===== src/rtl/cpu_consts.sv =====
// Shared constants for branch resolution: funct3 encodings and BHT 2-bit counter helpers.
package cpu_consts;

    localparam int unsigned F3_W  = 3;
    localparam int unsigned CTR_W = 2;

    typedef enum logic [F3_W-1:0] {
        F3_BEQ  = 3'b000,
        F3_BNE  = 3'b001,
        F3_BLT  = 3'b100,
        F3_BGE  = 3'b101,
        F3_BLTU = 3'b110,
        F3_BGEU = 3'b111
    } funct3_e;

    typedef logic [CTR_W-1:0] ctr_t;

    localparam ctr_t CTR_SNT   = 2'b00;
    localparam ctr_t CTR_WNT   = 2'b01;
    localparam ctr_t CTR_WT    = 2'b10;
    localparam ctr_t CTR_ST    = 2'b11;
    localparam ctr_t BHT_RESET = CTR_WNT;

    // 010/011 are the only encodings with no branch meaning
    function automatic logic f3_legal(input logic [F3_W-1:0] f3);
        logic legal;
        case (f3)
            3'b010, 3'b011: legal = 1'b0;
            default:        legal = 1'b1;
        endcase
        return legal;
    endfunction

    function automatic ctr_t ctr_next(input ctr_t cur, input logic taken);
        ctr_t nxt;
        case (cur)
            CTR_SNT: nxt = taken ? CTR_WNT : CTR_SNT;
            CTR_WNT: nxt = taken ? CTR_WT  : CTR_SNT;
            CTR_WT:  nxt = taken ? CTR_ST  : CTR_WNT;
            default: nxt = taken ? CTR_ST  : CTR_WT;
        endcase
        return nxt;
    endfunction

endpackage


===== src/rtl/branch_cmp.sv =====
// Combinational conditional-branch comparator; non-branches and undefined funct3 resolve not-taken.
module branch_cmp
    import cpu_consts::*;
#(
    parameter int unsigned XLEN = 64
) (
    input  logic [XLEN-1:0] opr_a,
    input  logic [XLEN-1:0] opr_b,
    input  logic [F3_W-1:0] funct3,
    input  logic            is_b_type,
    output logic            taken
);

    logic w_eq;
    logic w_lt;
    logic w_ltu;

    assign w_eq  = (opr_a == opr_b);
    assign w_lt  = ($signed(opr_a) < $signed(opr_b));
    assign w_ltu = (opr_a < opr_b);

    always_comb begin
        taken = 1'b0;
        if (is_b_type) begin
            case (funct3)
                F3_BEQ:  taken = w_eq;
                F3_BNE:  taken = !w_eq;
                F3_BLT:  taken = w_lt;
                F3_BGE:  taken = !w_lt;
                F3_BLTU: taken = w_ltu;
                F3_BGEU: taken = !w_ltu;
                default: taken = 1'b0;
            endcase
        end
    end

endmodule


===== src/rtl/branch_resolve_unit.sv =====
// Branch resolve stage with a PC-indexed BHT of 2-bit counters and a 1-deep registered result.
// Optional macro BRANCH_PERF_CNT_EN adds saturating branch / mispredict counters.
module branch_resolve_unit
    import cpu_consts::*;
#(
    parameter int unsigned XLEN        = 64,
    parameter int unsigned BHT_ENTRIES = 64,
    parameter int unsigned IDX_LSB     = 2
) (
    input  logic            clk,
    input  logic            resetn,
    input  logic            flush_i,
    input  logic [XLEN-1:0] pred_pc_i,
    output logic            pred_taken_o,
    input  logic            res_valid_i,
    output logic            res_ready_o,
    input  logic [XLEN-1:0] res_pc_i,
    input  logic [XLEN-1:0] opr_a_i,
    input  logic [XLEN-1:0] opr_b_i,
    input  logic            is_b_type_i,
    input  logic [F3_W-1:0] instr_funct3_i,
    input  logic            pred_taken_i,
    input  logic [XLEN-1:0] target_i,
    output logic            out_valid_o,
    input  logic            out_ready_i,
    output logic            branch_taken_o,
    output logic            mispredict_o,
    output logic [XLEN-1:0] redirect_pc_o
`ifdef BRANCH_PERF_CNT_EN
    ,
    output logic [31:0]     branch_cnt_o,
    output logic [31:0]     mispredict_cnt_o
`endif
);

    localparam int unsigned IDX_W = $clog2(BHT_ENTRIES);

    ctr_t            r_bht [BHT_ENTRIES];
    logic            r_out_valid;
    logic            r_taken;
    logic            r_mispredict;
    logic [XLEN-1:0] r_redirect_pc;

    logic [IDX_W-1:0] w_pred_idx;
    logic [IDX_W-1:0] w_res_idx;
    logic             w_accept;
    logic             w_taken;
    logic             w_bht_we;
    logic [XLEN-1:0]  w_redirect_pc;
    logic             w_unused_pc;

    branch_cmp #(
        .XLEN (XLEN)
    ) u_cmp (
        .opr_a     (opr_a_i),
        .opr_b     (opr_b_i),
        .funct3    (instr_funct3_i),
        .is_b_type (is_b_type_i),
        .taken     (w_taken)
    );

    // Upper PC bits alias freely into the table
    assign w_pred_idx  = pred_pc_i[IDX_LSB +: IDX_W];
    assign w_res_idx   = res_pc_i[IDX_LSB +: IDX_W];
    assign w_unused_pc = ^pred_pc_i;

    assign res_ready_o   = !r_out_valid || out_ready_i;
    assign w_accept      = res_valid_i && res_ready_o;
    assign w_bht_we      = w_accept && is_b_type_i && f3_legal(instr_funct3_i);
    assign w_redirect_pc = w_taken ? target_i : (res_pc_i + XLEN'(4));

    // Read returns the stored counter; a same-cycle update is not forwarded
    assign pred_taken_o = r_bht[w_pred_idx][CTR_W-1];

    always_ff @(posedge clk or negedge resetn) begin
        if (!resetn) begin
            for (int i = 0; i < int'(BHT_ENTRIES); i++) begin
                r_bht[i] <= BHT_RESET;
            end
        end else if (w_bht_we) begin
            r_bht[w_res_idx] <= ctr_next(r_bht[w_res_idx], w_taken);
        end
    end

    // Flush wins over a same-cycle accept; the BHT update above still lands
    always_ff @(posedge clk or negedge resetn) begin
        if (!resetn) begin
            r_out_valid <= 1'b0;
        end else if (flush_i) begin
            r_out_valid <= 1'b0;
        end else if (w_accept) begin
            r_out_valid <= 1'b1;
        end else if (out_ready_i) begin
            r_out_valid <= 1'b0;
        end
    end

    always_ff @(posedge clk or negedge resetn) begin
        if (!resetn) begin
            r_taken       <= 1'b0;
            r_mispredict  <= 1'b0;
            r_redirect_pc <= '0;
        end else if (w_accept) begin
            r_taken       <= w_taken;
            r_mispredict  <= w_taken ^ pred_taken_i;
            r_redirect_pc <= w_redirect_pc;
        end
    end

    assign out_valid_o    = r_out_valid;
    assign branch_taken_o = r_taken;
    assign mispredict_o   = r_mispredict;
    assign redirect_pc_o  = r_redirect_pc;

`ifdef BRANCH_PERF_CNT_EN
    localparam int unsigned CNT_W = 32;

    logic [CNT_W-1:0] r_branch_cnt;
    logic [CNT_W-1:0] r_mispredict_cnt;
    logic             w_cnt_en;

    assign w_cnt_en = w_accept && !flush_i;

    // Saturating event counters for surviving requests
    always_ff @(posedge clk or negedge resetn) begin
        if (!resetn) begin
            r_branch_cnt     <= '0;
            r_mispredict_cnt <= '0;
        end else if (w_cnt_en) begin
            if (is_b_type_i && (r_branch_cnt != '1)) begin
                r_branch_cnt <= r_branch_cnt + CNT_W'(1);
            end
            if ((w_taken ^ pred_taken_i) && (r_mispredict_cnt != '1)) begin
                r_mispredict_cnt <= r_mispredict_cnt + CNT_W'(1);
            end
        end
    end

    assign branch_cnt_o     = r_branch_cnt;
    assign mispredict_cnt_o = r_mispredict_cnt;
`endif

endmodule


===== config.mk =====
export PLATFORM = sky130hd
export DESIGN_NAME = branch_resolve_unit
export DESIGN_NICKNAME = d
export VERILOG_FILES = /design/src/rtl/cpu_consts.sv /design/src/rtl/branch_cmp.sv /design/src/rtl/branch_resolve_unit.sv
export SDC_FILE = /design/constraint.sdc
export NUM_CORES = 1
export LEC_CHECK = 0
export BUFFER_PORTS_ARGS = -buffer_cell sky130_fd_sc_hd__buf_2
export CAP_MARGIN = 20
export CORE_ASPECT_RATIO = 1.2
export CORE_MARGIN = 5
export CORE_UTILIZATION = 45
export CTS_CLUSTER_DIAMETER = 50
export DETAILED_ROUTE_END_ITERATION = 8
export PLACE_DENSITY = 0.71
export SYNTH_ARGS = -nofsm -noshare
export SYNTH_HDL_FRONTEND = slang
export SYNTH_SLANG_ARGS = --single-unit

===== constraint.sdc =====
create_clock -name clk -period 4.61 [get_ports clk]
set_input_delay 0.922 -clock clk [delete_from_list [all_inputs] [get_ports clk]]
set_output_delay 0.922 -clock clk [all_outputs]
set_load 0.01 [all_outputs]

==> impl_metrics.toml, run 1 <==
[setup_path]
endpoint_kind = "output pin"
crit_fanout = 16
crit_arrival_ns = 3.10
cp_data_required_time_ns = 3.69
worst-r2r-cell-count = 9
crit_type = "in2out"
cp-start-kind = "input pin"

[power]
clockPowerShare_pct = 33.8
p_int_mw = 3.27
p_leak_nw = 7.29
power_density_nw_per_um2 = 289
p_sw_mw = 1.44
power_frac_comb_pct = 23.2
pwr-share-seq_pct = 43.0
p_sw_share_pct = 30.6
vdd_drop_max_mv = 0.238

[finish]
layout_commonest_cell = "buf_2"
final_area_um2 = 16300
layout-drive-gt1-share_pct = 32.9
final_cell_mix = "buf_2 (340), nand2_1 (246), nor2_1 (162), dfrtp_1 (131), a21oi_1 (94)"
fin_cells = 2253
area_growth_pct = 20.1
fin_nets = 2238
post-route-util_pct = 55.0

[sta]
holdWs_ns = 0.477
period_share_pct = 87.2
period_minus_slack_ns = 4.02
tightest_slew_ns = 1.06
finalHoldViolations = 0
max_freq_mhz = 249
slew_headroom_pct = 28.9
setup_violations = 0
fin_worst_skew_ns = 0.0104
grt_setup_unrepaired = "no"
tns_ns = 0
maxSlewViolCount = 0

[grt]
grt_pass1_vias = 13515
grt_max_degree = 99
grt_pass1_wl_um = 71500
antenna_found_initial = 10
track_usage_pct = 26.2
overflow = 0

[die]
fp.dieW_um = 169
io_pins = 399
rows = 69
core_um2 = 29700
start_util_pct = 45.8
die_h_um = 200
die_area_um2 = 33800

[drt]
drc_errors = 0
vias_per_cell = 5.83
wl_um = 45100
post_drt_wl_per_cell_um = 20.0
dr.pass1.iters = 5
antenna_left = 0
drt_iter0_markers = 941
vias = 13142

[clock_tree]
cts_hold_repair.buffers = 0
htree_levels = 4
clk_path_buf_depth = 2
cts_root_buf = "clkbuf_16"
cts_setup_buffers = 0
post_cts_resized = 0
insertion_delay_ns = 0.45
cts_buffers = 17
clk_pin_slew_ns = 0.07
clkSinkCount = 195
cts_tree = "done"

[placement]
place.port_buffers = 340
dp_cells = 2214
postPlaceCellArea_um2 = 15700
hpwl_um = 34000
gp_congestion = 0.900

[flow_run]
drv_cap = 0

[synth]
synth_top_area_share_pct = 24.1
synth_area_leader_cell = "dfrtp_1"
ys_warn_count = 0
yosysUniqueCellTypes = 77
synth_area_leaders = "dfrtp_1 (24%), dfstp_2 (12%), nand2_1 (6.8%)"
synth_cells = 1543
synth_flop_cell = "dfrtp_1"
syn_nets = 1938
ys_ff_latch = 195
synth_edf_count = 0
avgSynthCellArea_um2 = 8.81
ys_seq_area_share_pct = 36.5
async_flop_share_pct = 100
synth_area_um2 = 13600

[min_path]
whs_path_depth = 2
min_path_type = "reg2reg"

[run_status]
status = "completed"
## cell usage after synthesis (6+ instances only)
cell,count
nand2_1,247
mux4_2,34
o21ai_2,60
xor2_1,15
dfrtp_1,131
inv_1,77
a211oi_1,6
nand3_1,35
a21o_1,6
nand4_1,34
and4_1,7
o31ai_1,58
nor2_1,162
a21oi_1,94
and2_1,6
a22oi_1,6
a31oi_1,69
xnor2_1,46
buf_1,14
buf_2,24
mux2i_1,9
buf_6,18
nor4_1,9
nor2b_1,9
o21ai_0,72
mux2_2,9
clkbuf_1,45
dfstp_2,64
nor3_1,10
a221oi_1,10
ha_1,65
## through the flow
| step | power [mW] | worst slack, ns |
|---|---|---|
| floorplan | 2.67 | 0.326 |
| global placement | 3.11 | 0.422 |
| detailed placement | 3.14 | 0.383 |
| CTS | 4.72 | 0.594 |
| global route | 4.93 | 0.546 |
| finish | 4.71 | 0.589 |
## routing by layer
layer  global-route usage (%)  wire length (um)  up-vias
li1                         -                 -     6150
met1                     31.2             17000     6271
met2                     44.5             22200      586
met3                     6.94              3980      127
met4                     11.0              1760        8
met5                        0                61        -
## path summary, 6_finish.rpt
| check | slack (ns) | from | to |
|---|---|---|---|
| setup reg to reg | 1.76 | r_bht[2] | r_bht[5] |
| hold reg to reg | 0.48 | redirect_pc_o[29] | redirect_pc_o[29] |
| max in group asynchronous | 3.06 | resetn | r_bht[102] |
| setup / recovery | 0.59 | pred_pc_i[2] | pred_taken_o |
| hold / removal | 0.48 | redirect_pc_o[29] | redirect_pc_o[29] |
| min in group asynchronous | 0.54 | resetn | r_bht[101] |
## kinds of logic after synthesis
family,after synthesis,share of synthesized area [%]
mux,58,7.93
xor+xnor,61,3.93
buf+inv,183,6.44
simple gates,559,18.4
flops,195,36.5
fa+ha+maj,65,5.98
compound gates,422,20.8
## power by group through the flow
stage	Clock, mW	Combinational (mW)	Sequential (mW)
after floorplan	0	0.595	2.07
after global placement	0	1.07	2.05
after detailed placement	0	1.09	2.05
after CTS	1.61	1.09	2.02
after global routing	1.68	1.20	2.04
final	1.59	1.09	2.03
## flip-flops by register name, summed over array words and instances (netlist names)
register / cells
r_bht: 128
redirect_pc_o: 64
branch_taken_o: 1
mispredict_o: 1
out_valid_o: 1
## worst max-delay path, stage by stage
cell and delay (ns):
buf_2 0.08, buf_4 0.32, mux4_2 0.58, mux4_2 0.54, mux4_2 0.48, buf_2 0.16
## final cells by class
| cell class | count | area (um2) |
|---|---|---|
| diodes | 7 | 17.5 |
| clock buffers | 22 | 508 |
| repair buffers | 387 | 2160 |
| well taps | 390 | 488 |
| flip-flops and latches | 195 | 4960 |
| multi-input cells | 1165 | 7780 |
| fillers | 2741 | 13400 |
| clock inverters | 10 | 114 |
| inverters | 77 | 289 |
No activity file was read; power rests on OpenSTA's default activity.
==> run 2: changes to the inputs <==
PLACE_DENSITY = 0.7   (was 0.71)
==> impl_metrics.toml, run 2 (synthesis results as in run 1) <==
[drt]
vias = 12959
post_drt_wl_per_cell_um = 20.0
vias_per_cell = 5.77
highest_layer = "met5"
drc_errors = 0
antenna_left = 0
drt_iter0_markers = 1079
dr.pass1.iters = 6
wl_met1_um = 17500
met2WireLength_um = 22700
wl_um = 44900
met3WireLength_um = 3650

[power]
p_sw_share_pct = 31.8
power_mw = 4.57
p_int_mw = 3.12
power_density_nw_per_um2 = 282
p_leak_nw = 7.23
vdd_drop_max_mv = 0.223
power_frac_comb_pct = 23.9
p_sw_mw = 1.46
pwr-share-seq_pct = 44.2
clockPowerShare_pct = 31.8

[flow_run]
drv_cap = 0

[die]
io_pins = 399
start_util_pct = 45.8
die_area_um2 = 33800
core_um2 = 29700
die_h_um = 200
rows = 69
fp.dieW_um = 169

[grt]
grt_max_degree = 99
grt_pass1_wl_um = 71300
grt_pass1_vias = 13099
overflow = 0
antenna_found_initial = 9
track_usage_pct = 26.2

[clock_tree]
cts_root_buf = "clkbuf_16"
cts_setup_buffers = 0
cts_buffers = 17
cts_hold_repair.buffers = 0
post_cts_resized = 0
clkSinkCount = 195
clk_pin_slew_ns = 0.07
clk_path_buf_depth = 2
htree_levels = 4
insertion_delay_ns = 0.44
cts_tree = "done"

[setup_path]
crit_arrival_ns = 3.03
endpoint_kind = "output pin"
crit_type = "in2out"
cp-start-kind = "input pin"
crit_fanout = 16
cp_data_required_time_ns = 3.69

[sta]
setup_violations = 0
tightest_slew_ns = 0.884
fin_worst_skew_ns = 0.0102
slew_headroom_pct = 40.6
finalHoldViolations = 0
period_minus_slack_ns = 3.95
maxSlewViolCount = 0
tns_ns = 0
max_freq_mhz = 253
grt_setup_unrepaired = "no"
period_share_pct = 85.7

[finish]
largest_reg_flops = 128
area_growth_pct = 19.3
fin_nets = 2231
final_area_um2 = 16200
layout-drive-gt1-share_pct = 32.7
fillCellCount = 2737
final_cell_mix = "buf_2 (340), nand2_1 (246), nor2_1 (162), dfrtp_1 (131), a21oi_1 (94)"
layout_commonest_cell = "buf_2"
top_register = "r_bht"

[min_path]
min_path_type = "reg2reg"

[run_status]
status = "completed"

[placement]
place.port_buffers = 340
gp_congestion = 0.925
hpwl_um = 33600
postPlaceCellArea_um2 = 15600
==> run 2: cell count changes in the layout (fill, tap and decap cells not counted) <==
cell	previous run	this run
buf_12	8	9
buf_4	37	29
bufinv_16	2	0
clkbuf_1	2	1
clkbuf_16	20	18
clkbuf_8	1	2
clkinv_2	3	2
clkinv_4	1	3
clkinvlp_4	0	1
diode_2	7	5
inv_6	2	3
inv_8	0	1
==> run 2: per-layer routing <==
metal | track usage [%] | vias up
li1 | - | 6137
met1 | 32.4 | 6231
met2 | 45.0 | 516
met3 | 6.90 | 65
met4 | 7.39 | 10
met5 | 0 | -
==> run 2: stage by stage <==
| step | hold WS (ns) | setup slack [ns] | instances | util (%) |
|---|---|---|---|---|
| after floorplan | 0.459 | 0.326 | 1543 | - |
| after global placement | 0.458 | 0.486 | 2205 | 52.6 |
| after detailed placement | 0.469 | 0.467 | 2206 | 52.6 |
| after CTS | 0.485 | 0.633 | 2238 | 54.5 |
| after global routing | 0.498 | 0.580 | 2243 | 54.6 |
| final | 0.481 | 0.661 | 2244 | 54.6 |
==> run 2: worst paths after layout <==
path	slack [ns]	depth (start not counted)	startpoint	end
min in group asynchronous	0.58	1	resetn	r_bht[109]
worst max register to register	1.77	9	r_bht[23]	r_bht[3]
worst min-delay path	0.48	2	redirect_pc_o[63]	redirect_pc_o[63]
worst max-delay path	0.66	6	pred_pc_i[2]	pred_taken_o
worst min register to register	0.48	2	redirect_pc_o[63]	redirect_pc_o[63]
max in group asynchronous	2.97	2	resetn	redirect_pc_o[36]
==> run 2: layout make-up <==
type,instances,area [um2],share of cell area [%]
timing repair buffer,380,2120,13.1
clock buffer,20,468,2.89
sequential,195,4960,30.6
multi-input combinational,1165,7780,48.0
antenna,5,12.5,0.0771
clock inverter,12,93.8,0.579
tap,390,488,3.01
inverter,77,289,1.78
==> run 2: worst max-delay path: stages <==
cell and delay, ns:
buf_2 0.08, buf_4 0.32, mux4_2 0.57, mux4_2 0.52, mux4_2 0.46, buf_2 0.15
==> run 2: power groups by stage <==
stage | clock, mW | combinational (mW) | sequential (mW)
3_3_place_gp | 0 | 1.07 | 2.04
4_1_cts | 1.47 | 1.10 | 2.02
5_1_grt | 1.54 | 1.21 | 2.04
2_1_floorplan | 0 | 0.595 | 2.07
6_report | 1.46 | 1.09 | 2.02
3_5_place_dp | 0 | 1.09 | 2.05
